===== src/rtl/word_byte_serializer.sv =====
// Splits DATA_WIDTH-bit words into a valid/ready byte stream, LSB- or MSB-lane first.
// Define WORD_SER_PREFETCH_EN to add a one-word prefetch buffer for gap-free back-to-back words.
module word_byte_serializer #(
  parameter int unsigned DATA_WIDTH = 32,
  parameter bit          MSB_FIRST  = 1'b0,
  parameter int unsigned SEL_W      = 2
) (
  input  logic                  clk,
  input  logic                  rst,
  input  logic                  word_valid,
  output logic                  word_ready,
  input  logic [DATA_WIDTH-1:0] word_in,
  output logic                  byte_valid,
  input  logic                  byte_ready,
  output logic [7:0]            byte_out,
  output logic [SEL_W-1:0]      byte_sel,
  output logic                  byte_last,
  output logic                  busy
);

  localparam int unsigned NUM_BYTES = DATA_WIDTH / 8;
  localparam logic [SEL_W-1:0] FIRST_LANE = MSB_FIRST ? SEL_W'(NUM_BYTES - 1) : SEL_W'(0);
  localparam logic [SEL_W-1:0] LAST_LANE  = MSB_FIRST ? SEL_W'(0) : SEL_W'(NUM_BYTES - 1);

  typedef enum logic {IDLE, SEND} state_t;

  state_t                  state_q, state_d;
  logic [DATA_WIDTH-1:0]   word_q, word_d;
  logic [SEL_W-1:0]        sel_q, sel_d;
  logic [7:0]              byte_out_q, byte_out_d;
  logic                    byte_valid_q, byte_valid_d;
  logic                    byte_last_q, byte_last_d;
  logic                    busy_q, busy_d;
  logic                    word_ready_q, word_ready_d;
`ifdef WORD_SER_PREFETCH_EN
  logic [DATA_WIDTH-1:0]   buf_q, buf_d;
  logic                    buf_full_q, buf_full_d;
`endif

  logic word_xfer;
  logic byte_xfer;

  assign word_xfer = word_valid & word_ready_q;
  assign byte_xfer = byte_valid_q & byte_ready;

  always_comb begin
    state_d      = state_q;
    word_d       = word_q;
    sel_d        = sel_q;
    byte_valid_d = byte_valid_q;
    byte_last_d  = byte_last_q;
`ifdef WORD_SER_PREFETCH_EN
    buf_d        = buf_q;
    buf_full_d   = buf_full_q;
`endif

    unique case (state_q)
      IDLE: begin
        if (word_xfer) begin
          word_d       = word_in;
          sel_d        = FIRST_LANE;
          state_d      = SEND;
          byte_valid_d = 1'b1;
          byte_last_d  = 1'b0;
        end
      end
      SEND: begin
        if (byte_xfer) begin
          if (!byte_last_q) begin
            sel_d       = MSB_FIRST ? sel_q - 1'b1 : sel_q + 1'b1;
            byte_last_d = (sel_d == LAST_LANE);
          end else begin
`ifdef WORD_SER_PREFETCH_EN
            // Buffered word has priority; a same-cycle word can only arrive when the buffer is empty.
            if (buf_full_q) begin
              word_d      = buf_q;
              buf_full_d  = 1'b0;
              sel_d       = FIRST_LANE;
              byte_last_d = 1'b0;
            end else if (word_xfer) begin
              word_d      = word_in;
              sel_d       = FIRST_LANE;
              byte_last_d = 1'b0;
            end else begin
              state_d      = IDLE;
              byte_valid_d = 1'b0;
              byte_last_d  = 1'b0;
            end
`else
            state_d      = IDLE;
            byte_valid_d = 1'b0;
            byte_last_d  = 1'b0;
`endif
          end
        end
`ifdef WORD_SER_PREFETCH_EN
        if (word_xfer && !(byte_xfer && byte_last_q)) begin
          buf_d      = word_in;
          buf_full_d = 1'b1;
        end
`endif
      end
      default: state_d = IDLE;
    endcase

`ifdef WORD_SER_PREFETCH_EN
    word_ready_d = !buf_full_d;
`else
    word_ready_d = (state_d == IDLE);
`endif
    busy_d = (state_d == SEND);

    byte_out_d = '0;
    for (int unsigned i = 0; i < NUM_BYTES; i++) begin
      if (sel_d == SEL_W'(i)) byte_out_d = word_d[8*i +: 8];
    end
  end

  always_ff @(posedge clk) begin
    if (rst) begin
      state_q      <= IDLE;
      word_q       <= '0;
      sel_q        <= '0;
      byte_out_q   <= '0;
      byte_valid_q <= 1'b0;
      byte_last_q  <= 1'b0;
      busy_q       <= 1'b0;
      word_ready_q <= 1'b1;
`ifdef WORD_SER_PREFETCH_EN
      buf_q        <= '0;
      buf_full_q   <= 1'b0;
`endif
    end else begin
      state_q      <= state_d;
      word_q       <= word_d;
      sel_q        <= sel_d;
      byte_out_q   <= byte_out_d;
      byte_valid_q <= byte_valid_d;
      byte_last_q  <= byte_last_d;
      busy_q       <= busy_d;
      word_ready_q <= word_ready_d;
`ifdef WORD_SER_PREFETCH_EN
      buf_q        <= buf_d;
      buf_full_q   <= buf_full_d;
`endif
    end
  end

  assign word_ready = word_ready_q;
  assign byte_valid = byte_valid_q;
  assign byte_out   = byte_out_q;
  assign byte_sel   = sel_q;
  assign byte_last  = byte_last_q;
  assign busy       = busy_q;

endmodule

===== config.mk =====
export PLATFORM = sky130hd
export DESIGN_NAME = word_byte_serializer
export DESIGN_NICKNAME = d
export VERILOG_FILES = /design/src/rtl/word_byte_serializer.sv
export SDC_FILE = /design/constraint.sdc
export NUM_CORES = 1
export LEC_CHECK = 0
export CAP_MARGIN = 20
export CORE_ASPECT_RATIO = 1.4
export CORE_MARGIN = 2
export CORE_UTILIZATION = 35
export CTS_CLUSTER_SIZE = 25
export DETAILED_ROUTE_END_ITERATION = 12
export GPL_ROUTABILITY_DRIVEN = 0
export SYNTH_ARGS = -nofsm -noshare
export SYNTH_HDL_FRONTEND = slang
export SYNTH_SLANG_ARGS = --single-unit

===== constraint.sdc =====
create_clock -name clk -period 3.55 [get_ports clk]
set_input_delay 0.355 -clock clk [delete_from_list [all_inputs] [get_ports clk]]
set_output_delay 0.355 -clock clk [all_outputs]
set_load 0.03 [all_outputs]

==> metrics.yaml <==
outcome:
  status: "complete, no violations"
logic_synthesis:
  yosysSeqAreaShare: 0.4407
  synth_area_leaders: "dfxtp_1, nand2_1, mux2i_1"
  syn_nets: 294
  synth_area_per_cell_sq_um: 8.130
  yosysTopAreaCell: "dfxtp_1"
  synth_edf_count: 0
  synth.distinct_cells: 31
  ys_seq_elements: 46
  synth.top_cell.area_share: 0.4407
  syn_area_sq_um: 2090
  synth_ff_type: "dfxtp_1"
  synth_cells: 257
  synth_async_sr_flop_share: 0
  yosys_warnings: 0
floorplan:
  num_rows: 33
  dieArea_sq_um: 6613
  ios: 50
  initial_utilization: 0.3589
  die_w_um: 69.30
  core_region_area_sq_um: 5822
  fp.dieH_um: 95.42
setup_path:
  r2r_cells: 6
  crit_required_ns: 3.72
  setup.worst_path.end_class: "flip-flop"
  cp_max_fo: 25
  worstPathArrival_ns: 2.16
  cp-start-kind: "primary input"
  critPathKind: "primary input to flip-flop"
routing:
  drcViolationCount: 0
  wl_per_cell_um: 12.68
  drt-initial-drc-count: 81
  postRouteAntennaNets: 0
  via_per_inst: 4.954
  vias: 1828
  wirelength_um: 4678
  firstDrtPassIters: 4
clock_network:
  clock-sinks: 46
  cts_setup_buffers: 0
  clk_latency_ns: 0.30
  cts_buffers: 5
  ctsRootBufferMaster: "clkbuf_8"
  htreeDepth: 2
  cts_buffer_depth: 2
  cts_tree: "built"
  clk_pin_slew_worst_paths_ns: 0.08
  post_cts_resized: 0
  postCtsHoldBufs: 0
cells_and_area:
  drive_above_1_share: 0.05017
  num_antenna_cells: 0
  nNetsFinal: 335
  synthToLayoutAreaGrowth_pct: 29.76
  final_util: 0.4657
power:
  leakage_uw: 0.001042
  vdd_drop_max_v: 0.0001993
  p_per_area_nw_per_um2: 428.3
global_route:
  grt_pass1_vias: 1774
  gr-total-overflow: 0
  grt_max_degree: 45
  grt_antenna_before_repair: 0
  grt_pass1_wl_um: 8052
  track_usage: 0.1503
hold_path:
  hold_path.class: "flip-flop to flip-flop"
  hold_path_depth: 2
timing:
  fin_crit_ns: 1.996
  finalHoldViolCount: 0
  worstMarginPinSlew_ns: 0.9187
  fin_crit_sh: 0.5623
  finalSetupViolations: 0
  fmax_mhz: 501.0
  rsz0062_at_grt: "no"
  setup_slack_ns: 1.554
  fin_setup_tns_ns: 0
  clock-skew-final_ns: 0.005213
  holdWs_ns: 0.4637
  slew_viol_final: 0
  slew-limit-headroom: 0.3875
job:
  drv_cap: 0
placed_design:
  pre_cts_ws_ns: 1.210
  port_buffers: 49
  dpl.hpwl_um: 3017
## where the power goes
group / leakage (uW) / switching, uW / internal (uW)
Clock: 0.0000514 / 171 / 210
Combinational: 0.000614 / 112 / 99.1
Sequential: 0.000377 / 19.2 / 550
Total: 0.00104 / 302 / 860
## cell usage after synthesis (2+ instances only)
library cell and number:
o21ai_0 10, nor3_1 14, nand3_1 2, a21oi_1 32, buf_2 8, nand2b_1 2, mux2i_1 24, clkbuf_1 7
and3b_1 2, buf_1 2, inv_1 2, a22oi_1 7, nor2b_1 2, nor2_1 16, dfxtp_1 46, buf_6 2
nand2_1 65
## kinds of logic after synthesis
family          Yosys count  synth area share
compound gates           56            0.1563
simple gates            108            0.2287
fa+ha+maj                 1          0.005987
flops                    46            0.4407
buf+inv                  22           0.05330
mux                      24            0.1150
## cells in the final DEF, fill, tap and decap left out, drive strengths merged
cell           netlist  routed
dfxtp               46      46
o21a                 1       1
a22oi                7       7
nor3                14      14
nand3b               1       1
or3                  1       1
clkbuf               7       6
nand2b               2       2
nand2               65      65
clkdlybuf4s50        0      49
mux2i               24      24
o21ai               12      12
nor2                16      16
clkinvlp             0       1
inv                  2       2
a41oi                1       1
bufinv               0       1
a31o                 1       1
and2                 1       1
o211ai               1       1
nand4b               1       1
ha                   1       1
buf                 13       5
and3b                2       2
a31oi                1       1
nand3                2       2
a21oi               32      32
nor2b                2       2
nor3b                1       1
## state kept, by name (all words and copies together), names as in the netlist
signal / flops
busy: 1
byte_last: 1
byte_out: 8
byte_sel: 2
byte_valid: 1
word_q: 32
word_ready: 1
## final timing paths
kind / startpoint / endpoint / slack, ns
setup reg to reg: busy / byte_out[7] / 1.62
hold reg to reg: word_q[18] / word_q[18] / 0.46
setup / recovery: byte_ready / byte_out[7] / 1.55
hold / removal: word_q[18] / word_q[18] / 0.46
## worst max-delay path, cell delays in order
cell and delay [ns]:
clkdlybuf4s50_1 0.56, nand4b_4 0.39, o21ai_4 0.51, mux2i_1 0.25, mux2i_1 0.09
## layout make-up
| type | instances | area [sq um] |
|---|---|---|
| Clock buffer | 6 | 72.57 |
| Clock inverter | 2 | 37.54 |
| Fill cell | 633 | 3110 |
| Inverter | 2 | 7.507 |
| Multi-Input combinational cell | 189 | 1057 |
| Sequential cell | 46 | 920.9 |
| Tap cell | 70 | 87.58 |
| Timing Repair Buffer | 54 | 528.0 |
## through the flow
stage | instance area (sq um) | power [uW] | instances
2_1_floorplan | 2090 | 707.1 | 257
5_1_grt | 2711 | 1219 | 369
3_5_place_dp | 2601 | 794.0 | 361
3_3_place_gp | 2601 | 791.6 | 361
6_report | 2711 | 1161 | 369
4_1_cts | 2711 | 1176 | 369
## metal layers
| layer | track usage | share of wire | vias up |
|---|---|---|---|
| li1 | - | - | 949 |
| met1 | 0.1888 | 0.48 | 837 |
| met2 | 0.2548 | 0.47 | 37 |
| met3 | 0.02643 | 0.035 | 5 |
| met4 | 0.06373 | 0.018 | 0 |
| met5 | 0 | 0 | - |
No activity file was read; power rests on OpenSTA's default activity.
